## src/rtl/prog_launcher_pkg.sv

```systemverilog
// Shared constants, state encoding and small helpers for the program launcher.
package prog_launcher_pkg;

    // Default batch / timing parameters.
    localparam int DEF_NUM_PROGS    = 3;
    localparam int DEF_CYCLE_W      = 16;
    localparam int DEF_TIMEOUT      = 16'hFFFF;
    localparam int DEF_RESET_CYCLES = 2;
    localparam int DEF_START_CYCLES = 2;

    // Program index width (supports up to four programs per batch).
    localparam int PROG_IDX_W = 2;

    // Launcher FSM state encoding.
    typedef logic [2:0] state_t;

    localparam state_t ST_IDLE     = 3'd0;
    localparam state_t ST_RST_DUT  = 3'd1;
    localparam state_t ST_START_HI = 3'd2;
    localparam state_t ST_RUN      = 3'd3;
    localparam state_t ST_REPORT   = 3'd4;
    localparam state_t ST_DONE     = 3'd5;

    // A batch is in progress in every state between Launch and DONE.
    function automatic logic is_busy(input state_t s);
        return (s == ST_RST_DUT) || (s == ST_START_HI) ||
               (s == ST_RUN)     || (s == ST_REPORT);
    endfunction

endpackage

```

## src/rtl/prog_launcher_sat.sv

```systemverilog
// Saturating up-counter with synchronous clear and a terminal-count flag.
// Used for the reset/start phase timers and for the RUN cycle counter.
module sat_counter #(
    parameter int WIDTH = 16
) (
    input  logic             clk,
    input  logic             rst,
    input  logic             clear,
    input  logic             enable,
    input  logic [WIDTH-1:0] max_val,
    output logic [WIDTH-1:0] count,
    output logic             at_max
);

    logic [WIDTH-1:0] count_q;
    logic [WIDTH-1:0] count_d;

    // Next count: clear wins, otherwise step up and stop at max_val.
    always_comb begin
        // NOTE: every always_comb output gets a default first so no path leaves it unassigned (no latch).
        count_d = count_q;
        if (clear) begin
            count_d = '0;
        end else if (enable && (count_q < max_val)) begin
            count_d = count_q + 1'b1;
        end
    end

    // Count register.
    always_ff @(posedge clk or posedge rst) begin
        // NOTE: state flops use non-blocking assignment so all registers update together at the edge.
        if (rst) begin
            count_q <= '0;
        end else begin
            count_q <= count_d;
        end
    end

    assign count  = count_q;
    assign at_max = (count_q >= max_val);

endmodule

```

## src/rtl/prog_launcher.sv

```systemverilog
// Start/Ack program launcher: resets the core, launches each program of a
// batch in turn, waits for its Ack and reports a per-program cycle count.
module prog_launcher
    import prog_launcher_pkg::*;
#(
    parameter int NUM_PROGS    = DEF_NUM_PROGS,
    parameter int CYCLE_W      = DEF_CYCLE_W,
    parameter int TIMEOUT      = DEF_TIMEOUT,
    parameter int RESET_CYCLES = DEF_RESET_CYCLES,
    parameter int START_CYCLES = DEF_START_CYCLES
) (
    input  logic                  Clk,
    input  logic                  Reset,
    input  logic                  Launch,
    input  logic                  DutAck,
    output logic                  DutReset,
    output logic                  DutStart,
    output logic [PROG_IDX_W-1:0] ProgIdx,
    output logic [CYCLE_W-1:0]    CycleCount,
    output logic                  ResultValid,
    output logic                  TimedOut,
    output logic                  Busy,
    output logic                  Done
);

    localparam int PHASE_MAX = (RESET_CYCLES > START_CYCLES) ? RESET_CYCLES : START_CYCLES;
    localparam int PHASE_W   = $clog2(PHASE_MAX) + 1;

    state_t                state_q, state_d;
    logic [PROG_IDX_W-1:0] prog_idx_q, prog_idx_d;
    logic [CYCLE_W-1:0]    cycle_count_q, cycle_count_d;
    logic                  timed_out_q, timed_out_d;
    logic                  arm_q, arm_d;
    logic                  dut_reset_q, dut_reset_d;
    logic                  dut_start_q, dut_start_d;
    logic                  result_valid_q, result_valid_d;
    logic                  busy_q, busy_d;
    logic                  done_q, done_d;

    logic [PHASE_W-1:0]    phase_max;
    logic [PHASE_W-1:0]    phase_cnt_unused;
    logic                  phase_tc;
    logic [CYCLE_W-1:0]    run_cnt;
    logic                  run_at_max;
    logic                  ack_accept;

    // Phase timer limit follows the phase being timed.
    always_comb begin
        phase_max = (state_q == ST_RST_DUT) ? PHASE_W'(RESET_CYCLES - 1)
                                            : PHASE_W'(START_CYCLES - 1);
    end

    // Times the RST_DUT and START_HI phases; restarts on every state change.
    sat_counter #(.WIDTH(PHASE_W)) u_phase_timer (
        .clk     (Clk),
        .rst     (Reset),
        .clear   (state_d != state_q),
        .enable  (1'b1),
        .max_val (phase_max),
        .count   (phase_cnt_unused),
        .at_max  (phase_tc)
    );

    // Counts RUN cycles without an accepted Ack; zero on the first RUN cycle.
    sat_counter #(.WIDTH(CYCLE_W)) u_run_counter (
        .clk     (Clk),
        .rst     (Reset),
        .clear   (state_q != ST_RUN),
        .enable  ((state_q == ST_RUN) && !ack_accept),
        .max_val (CYCLE_W'(TIMEOUT)),
        .count   (run_cnt),
        .at_max  (run_at_max)
    );

    // Ack only counts once it has been seen low since this program's Start.
    assign ack_accept = (state_q == ST_RUN) && DutAck && arm_q;

    // Batch sequencing, result capture and the Ack arming flag.
    always_comb begin
        state_d       = state_q;
        prog_idx_d    = prog_idx_q;
        cycle_count_d = cycle_count_q;
        timed_out_d   = timed_out_q;
        arm_d         = arm_q;

        if (((state_q == ST_START_HI) || (state_q == ST_RUN)) && !DutAck) begin
            arm_d = 1'b1;
        end

        case (state_q)
            ST_IDLE, ST_DONE: begin
                if (Launch) begin
                    state_d       = ST_RST_DUT;
                    prog_idx_d    = '0;
                    cycle_count_d = '0;
                    timed_out_d   = 1'b0;
                end
            end
            ST_RST_DUT: begin
                if (phase_tc) state_d = ST_START_HI;
            end
            ST_START_HI: begin
                if (phase_tc) state_d = ST_RUN;
            end
            ST_RUN: begin
                // An Ack on the terminal cycle still counts as a completion.
                if (ack_accept) begin
                    state_d       = ST_REPORT;
                    cycle_count_d = run_cnt;
                    timed_out_d   = 1'b0;
                end else if (run_at_max) begin
                    state_d       = ST_REPORT;
                    cycle_count_d = CYCLE_W'(TIMEOUT);
                    timed_out_d   = 1'b1;
                end
            end
            ST_REPORT: begin
                if (timed_out_q || (prog_idx_q == PROG_IDX_W'(NUM_PROGS - 1))) begin
                    state_d = ST_DONE;
                end else begin
                    state_d    = ST_START_HI;
                    prog_idx_d = prog_idx_q + 1'b1;
                end
            end
            default: state_d = ST_IDLE;
        endcase

        // A fresh Start phase must see Ack low again before accepting it.
        if ((state_d == ST_START_HI) && (state_q != ST_START_HI)) begin
            arm_d = 1'b0;
        end
    end

    // Outputs are decoded from the next state so they register alongside it.
    always_comb begin
        dut_reset_d    = (state_d == ST_IDLE) || (state_d == ST_RST_DUT);
        dut_start_d    = (state_d == ST_START_HI);
        result_valid_d = (state_d == ST_REPORT);
        busy_d         = is_busy(state_d);
        done_d         = (state_d == ST_DONE);
    end

    // Launcher state and registered outputs.
    always_ff @(posedge Clk or posedge Reset) begin
        if (Reset) begin
            state_q        <= ST_IDLE;
            prog_idx_q     <= '0;
            cycle_count_q  <= '0;
            timed_out_q    <= 1'b0;
            arm_q          <= 1'b0;
            dut_reset_q    <= 1'b1;
            dut_start_q    <= 1'b0;
            result_valid_q <= 1'b0;
            busy_q         <= 1'b0;
            done_q         <= 1'b0;
        end else begin
            state_q        <= state_d;
            prog_idx_q     <= prog_idx_d;
            cycle_count_q  <= cycle_count_d;
            timed_out_q    <= timed_out_d;
            arm_q          <= arm_d;
            dut_reset_q    <= dut_reset_d;
            dut_start_q    <= dut_start_d;
            result_valid_q <= result_valid_d;
            busy_q         <= busy_d;
            done_q         <= done_d;
        end
    end

    assign DutReset    = dut_reset_q;
    assign DutStart    = dut_start_q;
    assign ProgIdx     = prog_idx_q;
    assign CycleCount  = cycle_count_q;
    assign ResultValid = result_valid_q;
    assign TimedOut    = timed_out_q;
    assign Busy        = busy_q;
    assign Done        = done_q;

endmodule

```

## config.mk

```make
export PLATFORM = sky130hd
export DESIGN_NAME = prog_launcher
export DESIGN_NICKNAME = d
export VERILOG_FILES = /design/src/rtl/prog_launcher_pkg.sv /design/src/rtl/prog_launcher_sat.sv /design/src/rtl/prog_launcher.sv
export SDC_FILE = /design/constraint.sdc
export NUM_CORES = 1
export LEC_CHECK = 0
export CORE_MARGIN = 5
export CORE_UTILIZATION = 40
export DETAILED_ROUTE_END_ITERATION = 16
export MAX_ROUTING_LAYER = met4
export PLACE_DENSITY = 0.56
export SLEW_MARGIN = 20
export SYNTH_ARGS = -nofsm -noshare
export SYNTH_HDL_FRONTEND = slang
export SYNTH_SLANG_ARGS = --single-unit
```

## constraint.sdc

```tcl
create_clock -name Clk -period 2.2 [get_ports Clk]
set_clock_uncertainty 0.05 [all_clocks]
set_input_delay 0.44 -clock Clk [delete_from_list [all_inputs] [get_ports Clk]]
set_output_delay 0.44 -clock Clk [all_outputs]
set_load 0.1 [all_outputs]
```

### Word level (Yosys, flattened, before mapping)

Cells that the tools add are included.

* register bits after elaboration: 46
* logic and storage cells: 84
* bits of input ports: 4
* output and inout bits: 24

* $add $sub $neg: 3
* $lt $le $gt $ge: 4
* eq/ne operators: 17
* muxes and demuxes: 24
* reduce and logical (&&, ||, !) cells: 24

Operator list (number)
* 16-bit two-way mux: 5
* 16-bit case mux with 2 select lines: 1
* 3-bit two-way mux: 6
* 16-bit by 1-bit adder with 16-bit output, second input constant: 1
* 16-bit greater-or-equal comparator, second input constant: 1
* 16-bit < comparator, second input constant: 1
* 3-bit case mux with 5 select lines: 1
* 3-bit by 2-bit equality test with 1-bit output, second input constant: 4
* 3-bit equality test, second input constant: 4
* 2-bit nonzero test: 5
* 2-bit two-way mux: 4
* 3-bit by 1-bit equality test with 1-bit output, second input constant: 2
* 1-bit logical AND: 6
* 3-bit logical NOT: 2
* 1-bit logical OR: 6
* 3-bit by 2-bit != test with 1-bit output, second input constant: 2
* 3-bit AND reduction: 2
* 1-bit two-way mux: 5
* 2-bit by 1-bit adder with 2-bit output, second input constant: 2
* 2-bit != test, second input constant: 2
* 2-bit case mux with 2 select lines: 1
* 3-bit != test: 1
* 3-bit != test, second input constant: 1
* 2-bit equality test, second input constant: 1
* 5 further kinds: 6

### Depth between registers and ports, before layout

* word-level depth: 9
* gate-level depth with buffers: 7
* mapped depth without buffers: 6

### Cells and area by module

From an unflattened synthesis, not the netlist that was laid out.

* cell total of the unflattened synthesis: 312
* area, all modules: 2777.7 µm²

Modules (own cells, without submodules)
* prog_launcher: seq. area each 701.9 µm², area an instance 1312.5 µm², cells an instance 144, instances 1
* sat_counter (u_run_counter): seq. area each 400.4 µm², area an instance 1300.0 µm², cells an instance 150, instances 1
* sat_counter (u_phase_timer): seq. area each 50.0 µm², area an instance 165.2 µm², cells an instance 18, instances 1

### Worst setup path before layout

Ideal clock, no wire load.

* path type: reg-to-reg
* start: reg prog_idx_q[0] (netlist: ProgIdx[0])
* end: reg prog_idx_q[1] (netlist: ProgIdx[1])
* buffers on the path: 0
* stages on the path, launching flop included: 7
* period minus slack after synthesis: 2494 ps
* data required time: 2022 ps
* path slack: -294 ps
* setup time: 128 ps
* data arrival time: 2316 ps
* cells stage by stage: dfrtp_1 inv_1 ha_1 nor3_1 a21oi_1 a211oi_1 mux2_1

* cells in the longest elaborated chain, start to end: 4
* elaborated cells on any way between the ends: 7
* classes of those cells: add/sub (1); eq/ne (2); mux (2); reduce/logical (2)

RTL lines
* start: declaration: RTL line prog_launcher.sv:30 `logic [PROG_IDX_W-1:0] prog_idx_q, prog_idx_d;`
* start signal: assignment: RTL line prog_launcher.sv:158 `prog_idx_q <= prog_idx_d;`
* parallel branches: the longest is 4 deep, another holds 2-bit by 1-bit adder with 2-bit output

Several ways; the timed one is not identified. The select of a mux whose other input is x is not followed.
A chain may end at the register's enable or synchronous reset.

### Final worst setup path

* start: reg u_run_counter.count_q[0] (netlist: u_run_counter.count[0])
* end: reg u_run_counter.count_q[3] (netlist: u_run_counter.count[3])

* cells in the longest elaborated chain, start to end: 3
* elaborated cells on any way between the ends: 6
* classes of those cells: add/sub (1); order compare (1); mux (2); reduce/logical (2)

RTL lines
* start: declaration: RTL line prog_launcher_sat.sv:15 `logic [WIDTH-1:0] count_q;`
* start signal: assignment: RTL line prog_launcher_sat.sv:35 `count_q <= count_d;`
* 16-bit by 1-bit adder with 16-bit output / 16-bit < comparator (equally long branches): RTL line prog_launcher_sat.sv:25, prog_launcher_sat.sv:24
* 16-bit two-way mux / 1-bit logical AND (equally long branches): RTL line prog_launcher_sat.sv:24 `end else if (enable && (count_q < max_val)) begin`
* 16-bit two-way mux / 2-bit nonzero test (equally long branches)

Several ways; a longest one is shown, not always the timed one. The select of a mux whose other input is x is not followed.

==> results.cfg <==
[outcome]
status = finished, final reports clean

[synth]
yosysSeqAreaShare_pct = 46.9
syn_inst = 253
synth_xor_area_share_pct = 0.713
ys_ff_latch = 46
ys_warn_count = 0
syn_nets = 261
synth_edf_count = 0
ys_types = 51
synthMuxAreaShare_pct = 2.90
avgSynthCellArea_um2 = 9.71
synth-compound-area-share_pct = 17.7
syn-cell-area_um2 = 2460
synth_top_area_share_pct = 45.8
synth_top_cell_by_area = dfrtp_1
yosys.area_share.adder_pct = 2.04
synthArstFlopShare_pct = 100
synth.area.top_cells = dfrtp_1 (46%), nand2_1 (4.4%), a22oi_2 (4.1%)
dominantRegCellSynth = dfrtp_1
synth_top_family_by_area = simple AND/OR/NAND/NOR gates
yosys.area_share.simple_pct = 25.3

[floorplan]
die_w_um = 88.4
rows = 28
dieHeight_um = 88.4
dieArea_um2 = 7810
io_pins = 28
start_util_pct = 41.2
core_um2 = 5960

[global_route]
grt_max_degree = 47
grt_pass1_vias = 1969
antenna_found_initial = 0
grt_pass1_wl_um = 10200
track_usage_pct = 17.4
gr-total-overflow = 0

[place]
port-buffer-count = 27
placed_cells = 350
hpwl_um = 4010
gp_congestion = 0.822
dp_slack_ns = 0.0448

[detailed_routing]
num_vias = 2002
routed_wirelength_um = 5830
antenna_left = 0
viasPerCell = 5.58
route.detailed.drc = 0
firstDrtPassIters = 4
drt_iter0_drc = 125
post_drt_wl_per_cell_um = 16.2

[clock_tree]
ctsHoldBuffers = 0
clk-insertion-delay-late_ns = 0.30
cts_setup_buffers = 0
cts.sinks = 46
cts.path.max_buffers = 2
htree_levels = 2
cts_resized = 0
path_clk_slew_ns = 0.09
cts_tree = yes
cts_root_buf = clkbuf_8
numCtsBuffers = 5

[setup_path]
cp_num_cells = 5
startpoint_type = flip-flop
crit_path_end_kind = flip-flop
path_buf_inv = 0
crit_slowest_cell = or4_4
cp.arrival_ns = 2.20
r2r_cells = 5
path_max_fanout = 5
crit_chain = ha_1, nand4_1, or4_4, and3_1, nor3_2
rrSetupSlack_ns = 0.17
critPathRequiredTime_ns = 2.37
r2r_end = u_run_counter.count[3]
cpPeakStageDelay_ns = 0.60
cpLargestDelayFamily = simple AND/OR/NAND/NOR gates
criticalPathCategory = reg -> reg
r2r-start = u_run_counter.count[0]

[sta]
rsz0062_at_grt = no
tightest_slew_ns = 0.592
min_period_ns = 2.03
setup_viol = 0
fin_crit_sh_pct = 92.2
tns_ns = 0
setup_slack_ns = 0.171
relSlewSlack_pct = 59.5
drv_slew = 0
hold_violations = 0
max_clock_freq_mhz = 493

[run]
drv_cap = 0

[cells_and_area]
antenna_cells = 0
finalNonFillerCells = 359
drive_gt1_share_pct = 23.6
area_growth_pct = 17.9
fillerInstances = 605
nets = 291

[worst_hold_path]
hold_path_class = in -> async
==> layout make-up <==
| type | count | area [um2] | share of cell area [%] |
|---|---|---|---|
| timing repair buffer | 39 | 338 | 11.7 |
| multi-input combinational | 185 | 1200 | 41.3 |
| inverter | 6 | 22.5 | 0.778 |
| clock inverter | 1 | 5.00 | 0.173 |
| tap | 75 | 93.8 | 3.24 |
| sequential | 46 | 1150 | 39.9 |
| clock buffer | 7 | 86.3 | 2.98 |
==> cell usage in the layout (no fill, tap or decap), drive strengths merged, types with 5 or more instances in the layout <==
cell type / synthesis / layout
a31oi: 6 / 6
a21oi: 10 / 10
nor3: 14 / 14
nand4: 7 / 7
nor2: 24 / 24
or4: 5 / 5
nand2b: 6 / 6
nand2: 29 / 29
clkbuf: 3 / 7
mux2i: 6 / 6
inv: 6 / 6
buf: 13 / 36
dfrtp: 45 / 45
o21ai: 8 / 8
a22oi: 16 / 16
nor4: 5 / 5
nand3: 7 / 7
==> per-stage QoR <==
| step | area, um2 | utilization, % | hold slack [ns] |
|---|---|---|---|
| floorplan | 2460 | - | 0.442 |
| global placement | 2790 | 46.8 | 0.466 |
| finish | 2900 | 48.6 | 0.445 |
| global route | 2900 | 48.6 | 0.495 |
| detailed placement | 2790 | 46.8 | 0.471 |
| CTS | 2880 | 48.3 | 0.454 |
==> cell usage after synthesis, types with 2 or more instances <==
| master | count |
|---|---|
| a211oi_1 | 4 |
| a21oi_1 | 10 |
| a22oi_1 | 8 |
| a22oi_2 | 8 |
| a31oi_1 | 6 |
| and2_1 | 3 |
| and3_1 | 3 |
| and4_1 | 2 |
| buf_2 | 11 |
| clkbuf_1 | 3 |
| dfrtp_1 | 45 |
| ha_1 | 4 |
| inv_1 | 5 |
| mux2i_1 | 6 |
| nand2_1 | 29 |
| nand2b_1 | 6 |
| nand3_1 | 7 |
| nand4_1 | 6 |
| nor2_1 | 24 |
| nor2b_1 | 4 |
| nor3_1 | 13 |
| nor3b_2 | 2 |
| nor4_1 | 4 |
| o21a_1 | 2 |
| o21ai_0 | 5 |
| o21ai_1 | 2 |
| o22ai_1 | 2 |
| o31ai_1 | 3 |
| or4_1 | 4 |
==> worst max-delay path by stage <==
| stage | endpoint | from | slack [ns] |
|---|---|---|---|
| 6_report | u_run_counter.count[3] | u_run_counter.count[0] | 0.17 |
| 5_1_grt | CycleCount[10] | u_run_counter.count[0] | 0.04 |
| 4_1_cts | CycleCount[11] | u_run_counter.count[0] | 0.11 |
| 3_5_place_dp | ProgIdx[1] | Launch | 0.04 |
| 3_3_place_gp | ProgIdx[1] | Launch | 0.05 |
| 2_1_floorplan | ProgIdx[1] | ProgIdx[0] | 0.007 |
==> cell families (layout without fill, tap and decap cells) <==
kind of cell	Yosys count	in the layout
simple gates	115	115
mux	7	7
flops	46	46
xor+xnor	2	2
compound gates	57	57
fa+ha+maj	4	4
buf+inv	22	53
==> sequential cells by signal, summed over array words and instances, names as in the netlist <==
signal,cells
Done,1
Busy,1
u_run_counter.count,16
DutStart,1
DutReset,1
u_phase_timer.count,2
ResultValid,1
ProgIdx,2
arm_q,1
state_q,3
TimedOut,1
CycleCount,16
==> worst register-to-register path, cell delays in order (launching register included) <==
cell and delay, ns:
dfrtp_1 0.42, ha_1 0.26, nand4_1 0.24, or4_4 0.60, and3_1 0.20, nor3_2 0.18
==> layer usage <==
metal,up-vias,share of wire (%),global-route usage (%)
met1,978,53,26.1
met3,6,3.3,3.07
met2,32,43,24.4
met5,-,0,-
li1,986,-,-
met4,0,1.1,4.12
Power is left out: the tool's default activity adds up to more than one toggle a clock period on the data nets, which glitch-free logic cannot reach.
